<file path="config.mk">
export PLATFORM = sky130hd
export DESIGN_NAME = boot_load_seq_flat
export DESIGN_NICKNAME = d
export VERILOG_FILES = /design/src/rtl/boot_load_seq_pkg.sv /design/src/rtl/boot_load_seq_if.sv /design/src/rtl/boot_load_seq_cycle_cnt.sv /design/src/rtl/boot_load_seq.sv /design/src/flat_wrapper.sv
export SDC_FILE = /design/constraint.sdc
export NUM_CORES = 1
export LEC_CHECK = 0
export ABC_AREA = 1
export CORE_MARGIN = 2
export CORE_UTILIZATION = 46
export DETAILED_ROUTE_END_ITERATION = 16
export GPL_TIMING_DRIVEN = 0
export MAX_ROUTING_LAYER = met4
export PLACE_DENSITY = 0.76
export SLEW_MARGIN = 20
export SYNTH_ARGS = -nofsm -noshare
export SYNTH_HDL_FRONTEND = slang
export SYNTH_HIERARCHICAL = 1
export SYNTH_SLANG_ARGS = --single-unit
</file>
<file path="constraint.sdc">
create_clock -name CLK -period 2.3 [get_ports CLK]
set_input_delay 0.575 -clock CLK [delete_from_list [all_inputs] [get_ports CLK]]
set_output_delay 0.575 -clock CLK [all_outputs]
set_load 0.1 [all_outputs]
</file>
<file path="src/rtl/boot_load_seq_pkg.sv">
// Shared types and default sizing for the boot sequencer.
package boot_pkg;

  typedef enum logic [2:0] {
    ST_IDLE,
    ST_LOAD,
    ST_HOLD,
    ST_RUN,
    ST_FAULT
  } boot_state_t;

  localparam int DEF_DATA_W       = 32;
  localparam int DEF_ADDR_W       = 10;
  localparam int DEF_RESET_CYCLES = 2;
  localparam int DEF_WD_LIMIT     = 1024;

  // Width of a down-counter able to hold the larger of two preload values.
  function automatic int cnt_width(input int a, input int b);
    return $clog2(((a > b) ? a : b) + 1);
  endfunction

endpackage

</file>
<file path="src/rtl/boot_load_seq_if.sv">
// Image load stream plus RAM write port of the boot sequencer.
interface boot_load_seq_if
  import boot_pkg::*;
#(
  parameter int DATA_W = DEF_DATA_W,
  parameter int ADDR_W = DEF_ADDR_W
);
  logic [DATA_W-1:0] LOAD_DATA;
  logic              LOAD_VALID;
  logic              LOAD_LAST;
  logic              LOAD_READY;
  logic              RAM_WE;
  logic [ADDR_W-1:0] RAM_ADDRESS;
  logic [DATA_W-1:0] RAM_DATAIN;

  modport master (
    output LOAD_DATA, LOAD_VALID, LOAD_LAST,
    input  LOAD_READY, RAM_WE, RAM_ADDRESS, RAM_DATAIN
  );

  modport slave (
    input  LOAD_DATA, LOAD_VALID, LOAD_LAST,
    output LOAD_READY, RAM_WE, RAM_ADDRESS, RAM_DATAIN
  );
endinterface

</file>
<file path="src/rtl/boot_load_seq_cycle_cnt.sv">
// Loadable down-counter; expire_o is high while the count sits at zero.
module boot_cycle_cnt #(
  parameter int W = 4
) (
  input  logic         clk_i,
  input  logic         rst_n_i,
  input  logic         load_i,
  input  logic         en_i,
  input  logic [W-1:0] val_i,
  output logic         expire_o
);
  logic [W-1:0] cnt_q, cnt_d;

  always_comb begin
    cnt_d = cnt_q;
    if (load_i)
      cnt_d = val_i;
    else if (en_i && (cnt_q != '0))
      cnt_d = cnt_q - W'(1);
  end

  always_ff @(posedge clk_i) begin
    if (!rst_n_i) cnt_q <= '0;
    else          cnt_q <= cnt_d;
  end

  assign expire_o = (cnt_q == '0);
endmodule

</file>
<file path="src/rtl/boot_load_seq.sv">
// Boot sequencer: streams an image into RAM, holds the core in reset, then supervises it.
// Optional RUN watchdog enabled by defining BOOT_WATCHDOG_EN.
module boot_load_seq
  import boot_pkg::*;
#(
  parameter int DATA_W       = DEF_DATA_W,
  parameter int ADDR_W       = DEF_ADDR_W,
  parameter int RESET_CYCLES = DEF_RESET_CYCLES,
  parameter int WD_LIMIT     = DEF_WD_LIMIT
) (
  input  logic              CLK,
  input  logic              RESET_N,
  input  logic              START,
  boot_load_seq_if.slave    bus,
  output logic              CORE_RESET_N,
  input  logic              CORE_HALT,
  output logic [ADDR_W:0]   WORDS_LOADED,
  output logic              BUSY,
  output logic              DONE,
  output logic              HALTED,
  output logic              ERROR,
  output logic              TIMEOUT
);
  localparam int CNT_W = cnt_width(RESET_CYCLES, WD_LIMIT);
  localparam logic [ADDR_W-1:0] ADDR_MAX = '1;

  boot_state_t       state_q;
  logic [ADDR_W-1:0] addr_q;
  logic [ADDR_W:0]   words_q;
  logic              ram_we_q;
  logic [ADDR_W-1:0] ram_addr_q;
  logic [DATA_W-1:0] ram_data_q;
  logic              core_rst_n_q;
  logic              halted_q, error_q, timeout_q;

  logic              hs, start_ok;
  logic              cnt_load, cnt_en, cnt_expire;
  logic [CNT_W-1:0]  cnt_val;

  assign hs       = (state_q == ST_LOAD) && bus.LOAD_VALID;
  assign start_ok = START && (state_q inside {ST_IDLE, ST_RUN, ST_FAULT});

  // The HOLD counter is reloaded with the watchdog limit as the core leaves reset.
  assign cnt_load = (hs && bus.LOAD_LAST) || ((state_q == ST_HOLD) && cnt_expire);
  assign cnt_val  = (state_q == ST_HOLD) ? CNT_W'(WD_LIMIT - 1) : CNT_W'(RESET_CYCLES);
  assign cnt_en   = (state_q == ST_HOLD) || (state_q == ST_RUN);

  boot_cycle_cnt #(.W(CNT_W)) u_cnt (
    .clk_i    (CLK),
    .rst_n_i  (RESET_N),
    .load_i   (cnt_load),
    .en_i     (cnt_en),
    .val_i    (cnt_val),
    .expire_o (cnt_expire)
  );

  always_ff @(posedge CLK) begin
    if (!RESET_N) begin
      state_q      <= ST_IDLE;
      addr_q       <= '0;
      words_q      <= '0;
      ram_we_q     <= 1'b0;
      ram_addr_q   <= '0;
      ram_data_q   <= '0;
      core_rst_n_q <= 1'b0;
      halted_q     <= 1'b0;
      error_q      <= 1'b0;
      timeout_q    <= 1'b0;
    end else begin
      ram_we_q <= 1'b0;
      if (start_ok) begin
        // A halt arriving together with START is still recorded.
        state_q      <= ST_LOAD;
        addr_q       <= '0;
        words_q      <= '0;
        core_rst_n_q <= 1'b0;
        halted_q     <= (state_q == ST_RUN) && CORE_HALT;
        error_q      <= 1'b0;
        timeout_q    <= 1'b0;
      end else begin
        case (state_q)
          ST_LOAD: begin
            if (hs) begin
              ram_we_q   <= 1'b1;
              ram_addr_q <= addr_q;
              ram_data_q <= bus.LOAD_DATA;
              addr_q     <= addr_q + ADDR_W'(1);
              words_q    <= words_q + (ADDR_W+1)'(1);
              if (bus.LOAD_LAST) begin
                state_q <= ST_HOLD;
              end else if (addr_q == ADDR_MAX) begin
                state_q <= ST_FAULT;
                error_q <= 1'b1;
              end
            end
          end
          ST_HOLD: begin
            if (cnt_expire) begin
              state_q      <= ST_RUN;
              core_rst_n_q <= 1'b1;
            end
          end
          ST_RUN: begin
            if (CORE_HALT) begin
              state_q      <= ST_IDLE;
              core_rst_n_q <= 1'b0;
              halted_q     <= 1'b1;
            end
`ifdef BOOT_WATCHDOG_EN
            else if (cnt_expire) begin
              state_q      <= ST_FAULT;
              core_rst_n_q <= 1'b0;
              timeout_q    <= 1'b1;
              error_q      <= 1'b1;
            end
`endif
          end
          ST_IDLE, ST_FAULT: ;
          default: state_q <= ST_IDLE;
        endcase
      end
    end
  end

  assign bus.LOAD_READY  = (state_q == ST_LOAD);
  assign bus.RAM_WE      = ram_we_q;
  assign bus.RAM_ADDRESS = ram_addr_q;
  assign bus.RAM_DATAIN  = ram_data_q;
  assign CORE_RESET_N    = core_rst_n_q;
  assign WORDS_LOADED    = words_q;
  assign BUSY            = (state_q == ST_LOAD) || (state_q == ST_HOLD);
  assign DONE            = (state_q == ST_RUN);
  assign HALTED          = halted_q;
  assign ERROR           = error_q;
  assign TIMEOUT         = timeout_q;
endmodule

</file>
<file path="src/flat_wrapper.sv">
// flat-port wrapper written by rule: the top's interface ports become plain ports
module boot_load_seq_flat import boot_pkg::*;
#(
  parameter int DATA_W       = DEF_DATA_W,
  parameter int ADDR_W       = DEF_ADDR_W,
  parameter int RESET_CYCLES = DEF_RESET_CYCLES,
  parameter int WD_LIMIT     = DEF_WD_LIMIT
)
  (CLK, RESET_N, START, CORE_RESET_N, CORE_HALT, WORDS_LOADED, BUSY, DONE, HALTED, ERROR, TIMEOUT, bus_LOAD_DATA, bus_LOAD_VALID, bus_LOAD_LAST, bus_LOAD_READY, bus_RAM_WE, bus_RAM_ADDRESS, bus_RAM_DATAIN);
  boot_load_seq_if #(.DATA_W(DATA_W), .ADDR_W(ADDR_W)) bus_i ();
  input  logic CLK;
  input  logic RESET_N;
  input  logic START;
  output logic CORE_RESET_N;
  input  logic CORE_HALT;
  output logic [ADDR_W:0] WORDS_LOADED;
  output logic BUSY;
  output logic DONE;
  output logic HALTED;
  output logic ERROR;
  output logic TIMEOUT;
  input wire logic [$bits(bus_i.LOAD_DATA)-1:0] bus_LOAD_DATA;
  input wire logic [$bits(bus_i.LOAD_VALID)-1:0] bus_LOAD_VALID;
  input wire logic [$bits(bus_i.LOAD_LAST)-1:0] bus_LOAD_LAST;
  output wire logic [$bits(bus_i.LOAD_READY)-1:0] bus_LOAD_READY;
  output wire logic [$bits(bus_i.RAM_WE)-1:0] bus_RAM_WE;
  output wire logic [$bits(bus_i.RAM_ADDRESS)-1:0] bus_RAM_ADDRESS;
  output wire logic [$bits(bus_i.RAM_DATAIN)-1:0] bus_RAM_DATAIN;
  assign bus_i.LOAD_DATA = bus_LOAD_DATA;
  assign bus_i.LOAD_VALID = bus_LOAD_VALID;
  assign bus_i.LOAD_LAST = bus_LOAD_LAST;
  assign bus_LOAD_READY = bus_i.LOAD_READY;
  assign bus_RAM_WE = bus_i.RAM_WE;
  assign bus_RAM_ADDRESS = bus_i.RAM_ADDRESS;
  assign bus_RAM_DATAIN = bus_i.RAM_DATAIN;
  boot_load_seq #(.DATA_W(DATA_W), .ADDR_W(ADDR_W), .RESET_CYCLES(RESET_CYCLES), .WD_LIMIT(WD_LIMIT)) u_core (.CLK(CLK), .RESET_N(RESET_N), .START(START), .bus(bus_i), .CORE_RESET_N(CORE_RESET_N), .CORE_HALT(CORE_HALT), .WORDS_LOADED(WORDS_LOADED), .BUSY(BUSY), .DONE(DONE), .HALTED(HALTED), .ERROR(ERROR), .TIMEOUT(TIMEOUT));
endmodule
</file>
==> results of run 1 <==
cell usage in the layout, fill, tap and decap left out, drive strengths merged, types with 6 or more instances in the layout:
cell type / instances
a21oi: 36
buf: 15
clkbuf: 19
clkdlybuf4s50: 37
dfxtp: 81
dlygate4sd2: 56
inv: 46
nand2: 94
nand3: 30
nor2: 107
nor3: 7
o21ai: 58
xor2: 6
metrics by stage:
| stage | cells | power [mW] | setup WS, ns | util (%) |
|---|---|---|---|---|
| 2_1_floorplan | 503 | 2.431 | 0.1907 | - |
| 3_3_place_gp | 702 | 2.703 | -0.4729 | 61.42 |
| 3_5_place_dp | 702 | 2.725 | -0.5129 | 61.42 |
| 4_1_cts | 720 | 3.625 | 0.02704 | 63.09 |
| 5_1_grt | 720 | 3.794 | 0.01536 | 63.45 |
| 6_report | 720 | 3.605 | 0.08251 | 63.45 |
sequential cells by signal, summed over array words and instances, names as in the netlist:
name	cells
u_core/bus.RAM_WE	1
u_core/bus.RAM_DATAIN	32
u_core/ERROR	1
u_core/u_cnt/cnt_q	11
u_core/addr_q	10
u_core/HALTED	1
u_core/WORDS_LOADED	11
u_core/CORE_RESET_N	1
u_core/bus.RAM_ADDRESS	10
u_core/state_q	3
routing by layer:
metal	up-vias	wire (µm)	global-route usage [%]
met5	-	0	-
met4	0	144	6.592
met3	10	473	5.045
met2	99	4733	39.77
met1	1646	3923	26.98
li1	1826	-	-
repair_timing:
action | 4_1_cts | 5_1_grt
setup endpoints to repair | 70 | 11
pin swaps | 2 | 0
endpoints found under the hold margin | 0 | 0
gates resized for setup | 74 | 9
buffers inserted | 2 | 0
hold buffers | 0 | 0
how the worst min path moves through the flow:
stage | from | endpoint | slack, ns | cells after the start
3_3_place_gp | u_core/WORDS_LOADED[7] | u_core/WORDS_LOADED[7] | 0.45 | 2
3_5_place_dp | u_core/HALTED | u_core/HALTED | 0.45 | 2
4_1_cts | u_core/HALTED | u_core/HALTED | 0.47 | 2
5_1_grt | u_core/HALTED | u_core/HALTED | 0.49 | 2
6_report | u_core/HALTED | u_core/HALTED | 0.46 | 2
2_1_floorplan | u_core/addr_q[9] | u_core/addr_q[9] | 0.45 | 2
power by group through the flow:
stage	combinational (mW)	sequential, mW	clock (mW)
floorplan	0.440	1.99	0
global placement	1.14	1.56	0
detailed placement	1.16	1.57	0
CTS	1.14	1.53	0.956
global route	1.23	1.54	1.02
finish	1.15	1.53	0.927
cells by family (layout without fill, tap and decap cells):
group | count (synthesis) | after routing | synth area share (%)
XOR/XNOR | 7 | 7 | 1.710
multiplexers | 1 | 1 | 0.2791
flip-flops | 81 | 81 | 45.22
buffers and inverters | 65 | 180 | 7.851
adder cells (fa/ha/maj) | 3 | 3 | 1.047
other | 2 | 3 | 0.2094
AO/OA/AOI/OAI | 95 | 95 | 13.40
AND/OR/NAND/NOR | 248 | 248 | 30.29
worst reg2reg max path: stages, from the launching register on:
cell	delay, ns
dfxtp_1	0.33
inv_2	0.10
ha_4	0.16
nand3_2	0.11
nor2_2	0.15
nand2_1	0.08
nor2_2	0.13
nand2_1	0.08
nand2_1	0.12
buf_6	0.16
inv_2	0.10
buf_4	0.19
nand3_1	0.09
nand3_1	0.07
nand2_1	0.06
inv_1	0.05
area by class of cell:
cell class	instances	area [µm²]
Fill cell	711	2795
Multi-Input combinational cell	357	1723
Sequential cell	81	1622
Timing Repair Buffer	99	915.9
Inverter	46	172.7
Clock buffer	12	145.1
Tap cell	102	127.6
Buffer	19	117.6
Clock inverter	4	28.78
==> metrics.yaml, run 1 <==
finish:
  drive_above_1_share_pct: 10.36
  final_area_mm2: 0.004852
  diodes: 0
  areaGrowthSynthToFinish_pct: 35.31
  fin_nets: 654
job:
  drv_cap: 0
setup_path:
  arrival_ns: 1.64
  rr_worst_depth: 15
  slowest_delay_ns: 0.89
  r2r-end: "u_core/u_cnt/cnt_q[9]"
  crit_buf_inv: 1
  criticalPathCategory: "register to output port"
  critPathLaunchType: "register"
  path_depth: 1
  rr_startpoint: "u_core/u_cnt/cnt_q[0]"
  path_cells: "dlygate4sd2_1"
  end_kind: "output port"
  critPathTopFamily: "buffers and inverters"
  required_ns: 1.73
  crit_end: "WORDS_LOADED[2]"
  r2r_slack_ns: 0.23
  cp_slowest_cell: "dlygate4sd2_1"
  cp-startpoint: "u_core/WORDS_LOADED[2]"
  crit_fanout: 5
timing:
  max_slew_margin_pct: 33.00
  fin_skew_ns: 0.008481
  rsz0062_at_grt: "no"
  finalHoldViolCount: 0
  slew_viol_final: 0
  clock.fmax_mhz: 451.0
  finalSetupTns_ns: 0
  worstMarginPinSlew_ns: 1.009
  timing.hold.ws_ns: 0.4638
  post-route-period-util_pct: 96.41
  fin_crit_ns: 2.217
  setup_viol: 0
synth:
  synth_area_leader_cell: "dfxtp_1"
  syn_inst: 502
  synthArstFlopShare_pct: 0
  synth_commonest_cells: "96 x nor2_1, 89 x nand2_1, 81 x dfxtp_1, 54 x o21ai_0, 41 x inv_1"
  yosys_warnings: 6
  netlist.area_leader.share_pct: 45.22
  ys_types: 31
  avgSynthCellArea_um2: 7.143
  synth.cell_area_mm2: 0.003586
  yosys-top-cells-area: "dfxtp_1 45%, nor2_1 10%, nand2_1 9.3%"
  yosys_most_used_dff: "dfxtp_1"
  yosys_register_bits: 81
  seq_area_frac_synth_pct: 45.22
  synth_edf_count: 0
  synthMostInstantiatedCell: "nor2_1"
run_status:
  status: "completed"
power_and_ir_drop:
  pwr-share-seq_pct: 42.4
  power_density_mw_per_mm2: 742.9
  power_switching_mw: 1.394
  power.share.clock_pct: 25.7
  p_int_mw: 2.211
  peakVddDrop_v: 0.0005073
  switching_share_pct: 38.66
  comb_power_share_pct: 31.8
  cellLeakagePower_nw: 2.151
die:
  fp.coreArea_mm2: 0.007647
  num_rows: 32
  die_h_um: 92.29
  dieArea_mm2: 0.008517
  start_util_pct: 46.89
  die_width_um: 92.29
  ioPinCount: 99
cts:
  clockBufferDepth: 2
  root_buffer: "clkbuf_8"
  cts_tree: "built"
  cts.sink_count: 81
  htree_levels: 3
  clkTransAtPathRegs_ns: 0.08
  insertion_delay_ns: 0.34
  cts_buffers: 9
drt:
  via_per_inst: 4.974
  wl_per_cell_um: 12.88
  dr.pass1.iters: 4
  dr_total_vias: 3581
  first_iter_violations: 196
  remaining_drc_errors: 0
  wl_um: 9273
  antenna_left: 0
place:
  post-dp-hpwl_um: 6787
  placed_cell_area_mm2: 0.004697
  place_congestion: 0.8902
  port-buffer-count: 97
grt:
  grt_pass1_vias: 3324
  track_usage_pct: 22.97
  antenna_found_initial: 0
  grt_pass1_wl_um: 15280
  grt_max_degree: 15
  grt.overflow.total: 0
min_path:
  min_path_type: "register to register"
No activity file was read; power rests on OpenSTA's default activity.
==> inputs of run 2 (changes only) <==
CORE_MARGIN = 4   (was 2)
clock period = 2.1 ns   (was 2.3 ns; I/O delays follow)
==> metrics.yaml, run 2 (synthesized netlist as in run 1, its figures left out) <==
drt:
  wl_per_cell_um: 14.05
  wl_um: 10160
  via_per_inst: 5.055
  dr.pass1.iters: 5
  remaining_drc_errors: 0
  dr_total_vias: 3655
  first_iter_violations: 165
  antenna_left: 0
finish:
  fin_nets: 660
  final_common_cell: "nor2_1"
  final_cell_mix: "93 x nor2_1, 87 x nand2_1, 79 x dfxtp_1"
  filler_cell_count: 650
  areaGrowthSynthToFinish_pct: 38.14
  seq_area_mm2: 0.001624
  multiInputGateArea_mm2: 0.001728
  final_area_mm2: 0.004954
  diodes: 0
  stdcell_count: 723
  largest_register_ffs: 32
  drive_above_1_share_pct: 16.03
power_and_ir_drop:
  fin_total_pwr_mw: 4.248
  peakVddDrop_v: 0.0005664
  cellLeakagePower_nw: 2.059
  power_density_mw_per_mm2: 857.7
timing:
  slew_viol_final: 0
  worstMarginPinSlew_ns: 0.9849
  fin_skew_ns: 0.009616
  clock.fmax_mhz: 481.2
  finalHoldViolCount: 0
  timing.hold.ws_ns: 0.4752
  setup_viol: 0
  post-route-period-util_pct: 98.96
  max_slew_margin_pct: 34.60
  fin_crit_ns: 2.078
setup_path:
  slowest_delay_ns: 0.87
  required_ns: 1.57
  cp_slowest_cell: "dlygate4sd2_1"
  path_cells: "dlygate4sd2_1"
  end_kind: "output port"
  critPathLaunchType: "register"
  critPathTopFamily: "buffers and inverters"
  crit_buf_inv: 1
  crit_fanout: 2
  criticalPathCategory: "register to output port"
  arrival_ns: 1.55
place:
  place_congestion: 0.8354
  placed_cell_area_mm2: 0.004693
  post-dp-hpwl_um: 7197
  port-buffer-count: 97
  dp.cells: 699
die:
  die_width_um: 96.29
  die_h_um: 96.29
  dieArea_mm2: 0.009272
  fp.coreArea_mm2: 0.007408
  num_rows: 31
  start_util_pct: 48.40
  ioPinCount: 99
grt:
  grt_pass1_wl_um: 16000
  grt_pass1_vias: 3515
  track_usage_pct: 22.94
  grt_max_degree: 15
  antenna_found_initial: 0
  grt.overflow.total: 0
cts:
  cts_buffers: 9
  clockBufferDepth: 2
  cts.sink_count: 81
  insertion_delay_ns: 0.35
  clkTransAtPathRegs_ns: 0.09
  postCtsHoldBufs: 0
  cts_tree: "built"
  htree_levels: 3
  root_buffer: "clkbuf_8"
run_status:
  status: "completed"
min_path:
  min_path_type: "register to register"
job:
  drv_cap: 0
[run 2: cell types whose count changed in the layout (fill, tap and decap cells not counted), sizes merged, moves of 2 or more]
cell	delta
dlygate4sd2	-46
clkdlybuf4s15	+30
clkbuf	+12
buf	+8
bufinv	+2
clkinvlp	-2
[run 2: final timing paths]
| kind | start | end | slack, ns | cells after the start |
|---|---|---|---|---|
| worst min-delay path | u_core/WORDS_LOADED[7] | u_core/WORDS_LOADED[7] | 0.48 | 2 |
| worst max-delay path | u_core/bus.RAM_DATAIN[10] | bus_RAM_DATAIN[10] | 0.02 | 1 |
| worst min register to register | u_core/WORDS_LOADED[7] | u_core/WORDS_LOADED[7] | 0.48 | 2 |
| worst max register to register | u_core/u_cnt/cnt_q[0] | u_core/u_cnt/cnt_q[9] | 0.13 | 15 |
[run 2: stage by stage]
stage	setup TNS [ns]	util, %	worst slack [ns]
after floorplan	0	-	0.03795
after global placement	-7.051	63.35	-0.6099
after detailed placement	-7.873	63.35	-0.6426
after CTS	0	66.44	0.0005362
after global routing	-0.02599	66.86	-0.02599
final	0	66.86	0.02189
[run 2: report_power, final]
group	total, mW	switching, mW	internal [mW]
clock	1.26	0.581	0.677
combinational	1.31	0.946	0.366
sequential	1.68	0.0555	1.62
total	4.25	1.58	2.67
[run 2: per-layer routing]
| layer | wire [µm] | vias to the layer above | track usage, % |
|---|---|---|---|
| li1 | - | 1836 | - |
| met1 | 4150 | 1667 | 25.54 |
| met2 | 5213 | 125 | 39.51 |
| met3 | 510 | 27 | 3.987 |
| met4 | 286 | 0 | 11.33 |
| met5 | 0 | - | - |
[run 2: timing repair]
action,CTS,global route
pin swaps,2,2
endpoints found under the setup margin,71,46
buffers inserted,3,5
resized for setup,109,57
[run 2: area by class of cell]
| class | count | area share (%) |
|---|---|---|
| plain buffers | 19 | 2.526 |
| clock buffers | 10 | 2.576 |
| clock inverters | 6 | 1.844 |
| inverters | 46 | 3.587 |
| multi-input cells | 357 | 34.88 |
| flip-flops and latches | 81 | 32.79 |
| well taps | 99 | 2.501 |
| repair buffers | 105 | 19.30 |
==> inputs of run 3 (changes only) <==
GPL_TIMING_DRIVEN = 1   (was 0)
SLEW_MARGIN = unset   (was 20)
==> metrics.yaml, run 3 (synthesized netlist as in run 1, its figures left out) <==
run_status:
  status: "completed"
die:
  die_h_um: 96.29
  die_width_um: 96.29
  ioPinCount: 99
  num_rows: 31
  dieArea_mm2: 0.009272
  start_util_pct: 48.40
  fp.coreArea_mm2: 0.007408
timing:
  fin_skew_ns: 0.01422
  finalSetupTns_ns: 0
  clock.fmax_mhz: 521.1
  rsz0062_at_grt: "no"
  slew_viol_final: 0
  finalWorstSetupSlack_ns: 0.1809
  fin_crit_ns: 1.919
  post-route-period-util_pct: 91.39
  finalHoldViolCount: 0
  setup_viol: 0
place:
  dp_slack_ns: 0.01217
  place_congestion: 0.8386
  port-buffer-count: 97
  post-dp-hpwl_um: 6595
drt:
  remaining_drc_errors: 0
  wl_per_cell_um: 12.98
  wl_um: 9175
  first_iter_violations: 139
  antenna_left: 0
  via_per_inst: 5.011
  dr_total_vias: 3543
  dr.pass1.iters: 4
power_and_ir_drop:
  fin_total_pwr_mw: 4.030
  cellLeakagePower_nw: 2.036
  peakVddDrop_v: 0.0005006
  power_density_mw_per_mm2: 836.2
cts:
  root_buffer: "clkbuf_8"
  cts.sink_count: 81
  htree_levels: 3
  clockBufferDepth: 2
  cts_tree: "built"
  clkTransAtPathRegs_ns: 0.09
  cts_buffers: 9
  insertion_delay_ns: 0.35
grt:
  grt_pass1_vias: 3419
  track_usage_pct: 20.81
  grt_pass1_wl_um: 15040
  grt_max_degree: 45
  antenna_found_initial: 0
  grt.overflow.total: 0
finish:
  areaGrowthSynthToFinish_pct: 34.40
  largest_register_ffs: 32
  final_common_cell: "nor2_1"
  diodes: 0
  fin_nets: 644
  final_cell_mix: "94 x nor2_1, 88 x nand2_1, 81 x dfxtp_1"
  fin_util_pct: 65.06
  drive_above_1_share_pct: 19.57
  filler_cell_count: 646
setup_path:
  arrival_ns: 2.15
  required_ns: 2.33
  critPathLaunchType: "register"
  crit_fanout: 10
  criticalPathCategory: "register to register"
  end_kind: "register"
min_path:
  min_path_type: "register to register"
job:
  drv_cap: 0
==> run 3: cell types whose count changed in the layout (fill, tap and decap cells not counted), moves of 3 or more <==
cell,change
clkbuf_1,-8
inv_6,+3
buf_12,+8
clkdlybuf4s15_2,-10
clkdlybuf4s15_1,-23
buf_6,-4
clkbuf_2,-14
dlygate4sd2_1,-10
buf_2,-6
buf_4,+51
==> run 3: worst max-delay path, cell delays in order, from the launching register on <==
cell and delay [ns]:
dfxtp_1 0.33, inv_2 0.08, ha_2 0.23, nand3_2 0.12, nor2_2 0.18, nand2_1 0.08
nor2_2 0.14, nand2_1 0.11, nand2_2 0.12, buf_6 0.16, mux2i_1 0.19, a21oi_1 0.08
==> run 3: layout make-up <==
class,count,area [µm²],area share (%)
clock buffers,9,123.9,2.570
multi-input cells,357,1708,35.44
clock inverters,7,60.06,1.246
inverters,46,175.2,3.634
flip-flops and latches,81,1622,33.64
repair buffers,108,1007,20.90
well taps,99,123.9,2.570
==> run 3: per-stage QoR <==
step           hold WS, ns  area [µm²]  instances
2_1_floorplan       0.4501        3598        503
3_3_place_gp        0.4551        4617        691
3_5_place_dp        0.4629        4617        691
4_1_cts             0.4796        4801        707
5_1_grt             0.5090        4820        707
6_report            0.4819        4820        707
==> run 3: per-layer routing <==
layer  routed length [µm]  vias to the layer above  GRT usage, %  share of wire [%]
met2                 4618                      112         35.31                 50
li1                     -                     1804             -                  -
met4                  135                        0         6.075                1.5
met5                    0                        -             -                  0
met3                  500                       12         5.395                5.4
met1                 3920                     1615         24.24                 43
==> run 3: final timing paths <==
check | endpoint | slack [ns] | depth (start not counted) | from
worst max-delay path | u_core/u_cnt/cnt_q[4] | 0.18 | 11 | u_core/u_cnt/cnt_q[0]
worst min-delay path | u_core/WORDS_LOADED[7] | 0.48 | 2 | u_core/WORDS_LOADED[7]
worst max register to register | u_core/u_cnt/cnt_q[4] | 0.18 | 11 | u_core/u_cnt/cnt_q[0]
worst min register to register | u_core/WORDS_LOADED[7] | 0.48 | 2 | u_core/WORDS_LOADED[7]
==> run 3: power breakdown <==
part | total, mW | internal [mW] | switching (mW) | leakage, nW
Combinational | 1.27 | 0.365 | 0.908 | 1.28
Clock | 1.08 | 0.455 | 0.621 | 0.0969
Sequential | 1.68 | 1.62 | 0.0577 | 0.659
==> run 3: timing repair <==
action	CTS	global route
hold buffers	0	0
setup endpoints to repair	0	13
setup buffers	0	0
gates resized for setup	0	8
